$ cat config.mk
export PLATFORM = sky130hd
export DESIGN_NAME = laser_shot_ctrl
export DESIGN_NICKNAME = d
export VERILOG_FILES = /design/src/rtl/laser_shot_ctrl.sv
export SDC_FILE = /design/constraint.sdc
export NUM_CORES = 1
export LEC_CHECK = 0
export BUFFER_PORTS_ARGS = -buffer_cell sky130_fd_sc_hd__buf_2
export CAP_MARGIN = 30
export CORE_AREA = 2 2 58 60
export CTS_CLUSTER_SIZE = 20
export DETAILED_ROUTE_END_ITERATION = 8
export DIE_AREA = 0 0 60 62
export PLACE_DENSITY = 0.83
export SLEW_MARGIN = 20
export SYNTH_ARGS = -nofsm -noshare
export SYNTH_HDL_FRONTEND = slang
export SYNTH_SLANG_ARGS = --single-unit
export TNS_END_PERCENT = 10
$ cat constraint.sdc
create_clock -name clk -period 2.1 [get_ports clk]
set_input_delay 0.315 -clock clk [delete_from_list [all_inputs] [get_ports clk]]
set_output_delay 0.315 -clock clk [all_outputs]
set_load 0.1 [all_outputs]
$ cat src/rtl/laser_shot_ctrl.sv
// Player laser shot: launches on a fire-key edge, moves up each frame, retires at the top or on a hit.
// Latency: launch draws start 2 cycles after the key edge; each redraw is erase + move + draw, one pixel per cycle.
// Backpressure: none; frame_tick/hit pulses arriving mid-pass are held as pending flags, fire edges while busy are dropped.
// Ports: clk/reset (sync, active-high); space, cannon_x, frame_tick, hit from keyboard/cannon/collision logic;
//        x, y, colour, plot to the VGA adapter; shot_live, shot_x, shot_y to the collision logic.
module laser_shot_ctrl #(
  parameter int         LASER_W   = 5,
  parameter int         X_MAX     = 159,
  parameter int         Y_START   = 112,
  parameter int         Y_TOP     = 0,
  parameter int         STEP      = 2,
  parameter logic [2:0] COL_LASER = 3'b100,
  parameter logic [2:0] COL_BG    = 3'b000
) (
  input  logic       clk,
  input  logic       reset,
  input  logic       space,
  input  logic [7:0] cannon_x,
  input  logic       frame_tick,
  input  logic       hit,
  output logic [7:0] x,
  output logic [6:0] y,
  output logic [2:0] colour,
  output logic       plot,
  output logic       shot_live,
  output logic [7:0] shot_x,
  output logic [6:0] shot_y
);

  localparam int         CW       = (LASER_W > 1) ? $clog2(LASER_W) : 1;
  localparam logic [CW-1:0] PIX_LAST = CW'(LASER_W - 1);
  // Rightmost legal left column, so the whole run stays on screen.
  localparam logic [7:0] X_CLAMP  = 8'(X_MAX - LASER_W + 1);
  localparam logic [6:0] Y_LIM    = 7'(Y_TOP + STEP);
  localparam logic [6:0] Y_STEP   = 7'(STEP);
  localparam logic [6:0] Y_LAUNCH = 7'(Y_START);

  typedef enum logic [2:0] {
    IDLE,
    LAUNCH,
    DRAW,
    HOLD,
    ERASE,
    MOVE
  } state_t;

  state_t        state_q;
  logic [CW-1:0] pix_cnt_q;
  logic          space_q;
  logic          tick_pend_q;
  logic          hit_pend_q;
  logic          live_q;
  logic [7:0]    shot_x_q;
  logic [6:0]    shot_y_q;

  logic fire_edge;
  logic tick_set;
  logic hit_set;

  assign fire_edge = space & ~space_q;
  // Ticks are only meaningful once a shot is on screen.
  assign tick_set  = frame_tick && (state_q != IDLE) && (state_q != LAUNCH);
  assign hit_set   = hit && live_q;

  always_ff @(posedge clk) begin
    if (reset) begin
      state_q     <= IDLE;
      pix_cnt_q   <= '0;
      space_q     <= 1'b0;
      tick_pend_q <= 1'b0;
      hit_pend_q  <= 1'b0;
      live_q      <= 1'b0;
      shot_x_q    <= '0;
      shot_y_q    <= '0;
    end else begin
      space_q <= space;
      case (state_q)
        IDLE: begin
          if (fire_edge) state_q <= LAUNCH;
        end
        LAUNCH: begin
          shot_x_q  <= (cannon_x > X_CLAMP) ? X_CLAMP : cannon_x;
          shot_y_q  <= Y_LAUNCH;
          live_q    <= 1'b1;
          pix_cnt_q <= '0;
          state_q   <= DRAW;
        end
        DRAW: begin
          pix_cnt_q <= pix_cnt_q + 1'b1;
          if (pix_cnt_q == PIX_LAST) state_q <= HOLD;
        end
        HOLD: begin
          if (hit_pend_q || tick_pend_q) begin
            pix_cnt_q <= '0;
            state_q   <= ERASE;
          end
        end
        ERASE: begin
          pix_cnt_q <= pix_cnt_q + 1'b1;
          if (pix_cnt_q == PIX_LAST) state_q <= MOVE;
        end
        MOVE: begin
          // The row check guards the subtract, so shot_y never wraps.
          if (hit_pend_q || (shot_y_q < Y_LIM)) begin
            live_q      <= 1'b0;
            hit_pend_q  <= 1'b0;
            tick_pend_q <= 1'b0;
            state_q     <= IDLE;
          end else begin
            shot_y_q    <= shot_y_q - Y_STEP;
            tick_pend_q <= 1'b0;
            pix_cnt_q   <= '0;
            state_q     <= DRAW;
          end
        end
        default: state_q <= IDLE;
      endcase
      // Placed after the case so a new pulse wins over a same-cycle clear.
      if (tick_set) tick_pend_q <= 1'b1;
      if (hit_set)  hit_pend_q  <= 1'b1;
    end
  end

  assign plot      = (state_q == DRAW) || (state_q == ERASE);
  assign colour    = (state_q == DRAW) ? COL_LASER : COL_BG;
  assign x         = plot ? (shot_x_q + 8'(pix_cnt_q)) : 8'd0;
  assign y         = plot ? shot_y_q : 7'd0;
  assign shot_live = live_q;
  assign shot_x    = shot_x_q;
  assign shot_y    = shot_y_q;

endmodule

==> impl_results.md <==
- Share of layout cells above drive strength 1: 47.51%
- Setup TNS Final: -0.6675 ns
- CTS tree: yes
- Max Root-Sink Buffers: 2
- Filler cells: 252
- WHS: 0.2042 ns
- R2r worst-path depth: 6
- Die area: 3720 um^2
- Starting Density: 48.13%
- R2R Path End: shot_y[1]
- Nets: 242
- Max Fclk: 0.4338 GHz
- EDFF count, synth: 0
- Pin count of the biggest net entering global routing: 23
- Non-Filler Instances: 267
- HPWL after DPL: 2765 um
- DIE HEIGHT: 62 um
- Initial antenna violation count: 0
- Chip width: 60 um
- Antenna Violating Nets Remaining: 0
- Core area: 3179 um^2
- Final period demand of the worst path: 2.305 ns
- Flop-to-flop setup slack: 0.30 ns
- Setup bufs post-CTS: 0
- Routed vias/inst: 5.427
- H-tree levels: 1
- Largest family of logic cells by synthesized area: simple AND/OR/NAND/NOR gates
- Syn. warnings: 0
- Final wirelength: 3780 um
- Synth async-reset ratio: 0%
- GRT Util Overall: 21.95%
- Vias: 1,449
- Pre-antenna DRT Iters: 4
- Skew final: 0.003987 ns
- Startpoint type of the worst setup path: flip-flop
- Final setup violation count: 5
- Status: complete, but fails checks
- Leakage power: 0.0008151 uW
- Clk_lat worst skew: 0.32 ns
- Placed cells: 263
- Total I/O pin count: 48
- Port Buf Inserts: 43
- Mux share of post-synthesis cell area: 1.472%
- DR DRC count: 0
- Synth Area in Adders: 6.214%
- HP Start: space
- Area growth, synth to finish: 41.70%
- Critical path class: reg -> out
- Wirelength per Cell: 14.16 um
- WHS Path Cells: 2
- Routability cong.: 0.8410
- Cell variety after synth: 55
- Arrival @ worst endpoint: 1.99 ns
- Reg clk slew, reported paths: 0.14 ns
- First-pass GRT wire length: 6092 um
- Synth Area in Compound Gates: 22.49%
- Post-synthesis simple-gate area fraction: 27.39%
- Post-synthesis xor/xnor area fraction: 3.434%
- Required @ worst endpoint: 1.78 ns
- DRT iter0 DRCs: 72
- Reg2Reg Launch Point: shot_y[1]
- Mean Syn Cell Area: 8.549 um^2
- Root Driver: clkbuf_4
- Seq cells post-synth: 24
- Grt total ovfl: 0
- Number of global-route vias before repair: 1,295
- Commonest non-fill, non-tap cells in the layout: buf_2 (27), nor2_1 (15), dfxtp_1 (13)
- Clk sinks: 24
- Failing checks: negative setup slack
- Synth Flop Type: dfxtp_1
- CTS buffer count: 3
- Seq/Total Area, Yosys: 31.40%
- Syn Inst Count: 179
- Slew Viols, Final: 0
- Worst Hold End: space_q
- RSZ-0062 raised after global routing: true
- Most common cell after layout, fill and taps aside: buf_2
- HP Class: in -> reg
- Final worst slack: -0.2052 ns
- Period utilization: 109.8%
- Std cell rows: 21
- Mapped Area: 1530 um^2
- Max Cap Viol: 0
- ANT cells: 0
- Worst setup EP type: primary output
- Final Hold Viols: 0
- Power per Cell Area: 611.1 nW/um^2
- Critical path fanouts, max: 5
- VDD IR max: 445.3 uV
## where the power goes
part | switching (uW) | internal [uW] | leakage (uW)
Combinational | 423 | 151 | 0.000598
Sequential | 45.9 | 489 | 0.000202
Clock | 147 | 69.8 | 0.0000154
## Yosys cell counts (2+ instances only)
| cell | instances | area [um^2] |
|---|---|---|
| nand3_1 | 3 | 15.01 |
| nor2b_1 | 5 | 31.28 |
| inv_1 | 8 | 30.03 |
| nor3_1 | 8 | 40.04 |
| and2_1 | 5 | 31.28 |
| buf_2 | 3 | 15.01 |
| a311oi_1 | 3 | 26.28 |
| ha_1 | 6 | 75.07 |
| a22oi_1 | 2 | 15.01 |
| buf_4 | 6 | 45.04 |
| or2_2 | 2 | 12.51 |
| o21ai_0 | 7 | 35.03 |
| xnor2_1 | 4 | 35.03 |
| nand2_1 | 11 | 41.29 |
| a211oi_1 | 3 | 22.52 |
| mux2_2 | 2 | 22.52 |
| xor2_1 | 2 | 17.52 |
| dfxtp_1 | 24 | 480.5 |
| buf_1 | 2 | 7.510 |
| nand3b_1 | 4 | 30.03 |
| nor2_1 | 22 | 82.58 |
| a21oi_1 | 14 | 70.07 |
## stage by stage
step	area, um^2	total power (uW)	setup WS (ns)	util (%)
after floorplan	1687	1005	-0.2275	-
after global placement	2079	1098	0.1120	65.41
after detailed placement	2079	1109	0.07526	65.41
after CTS	2155	1326	-0.2001	67.77
after global routing	2168	1383	-0.2865	68.20
final	2168	1325	-0.2052	68.20
## registers in the layout (all words and copies together) (netlist names)
| name | cells |
|---|---|
| shot_y | 6 |
| hit_pend_q | 1 |
| state_q | 3 |
| tick_pend_q | 1 |
| pix_cnt_q | 3 |
| shot_x | 8 |
| space_q | 1 |
| shot_live | 1 |
## critical path, stage by stage, from the launching register on
cell	delay, ns
dfxtp_4	0.40
ha_4	0.25
a21o_1	0.14
a21oi_4	0.09
or4_4	0.44
a21oi_4	0.16
buf_12	0.18
## metal layers
metal	GRT usage (%)	up-vias	part of all wire, %
met5	0	-	0
met4	7.302	0	2.4
met3	4.348	11	2.9
met2	39.29	32	54
met1	26.36	696	41
li1	-	710	-
## worst max-delay path by stage
stage | startpoint | end | slack (ns)
6_report | pix_cnt_q[1] | x[7] | -0.21
5_1_grt | shot_x[0] | x[6] | -0.29
4_1_cts | shot_x[0] | x[6] | -0.20
3_5_place_dp | pix_cnt_q[0] | x[6] | 0.08
3_3_place_gp | shot_x[0] | x[6] | 0.11
2_1_floorplan | state_q[2] | y[1] | -0.23
## cells by family after synthesis
kind of cell | Yosys count
xor gates and xnor gates | 6
DFF | 24
AOI/OAI and AO/OA | 44
buffers and inverters | 21
and+or+nand+nor | 74
muxes | 2
other | 1
adders and majority gates | 7
## layout make-up
cell class,count,area (um^2),share of cell area (%)
Multi-Input combinational cell,137,1110,51.18
Timing Repair Buffer,48,434.2,20.02
Sequential cell,24,506.7,23.37
Inverter,8,33.78,1.558
Clock buffer,3,22.52,1.039
Tap cell,46,57.56,2.654
Clock inverter,1,3.754,0.1731
## timing repair
action | CTS | global route
endpoints found under the setup margin | 9 | 8
gates resized for setup | 13 | 3
hold buffers | 0 | 0
pin swaps | 2 | 2
hold endpoints to repair | 0 | 0
(Power assumes the default switching activity.)
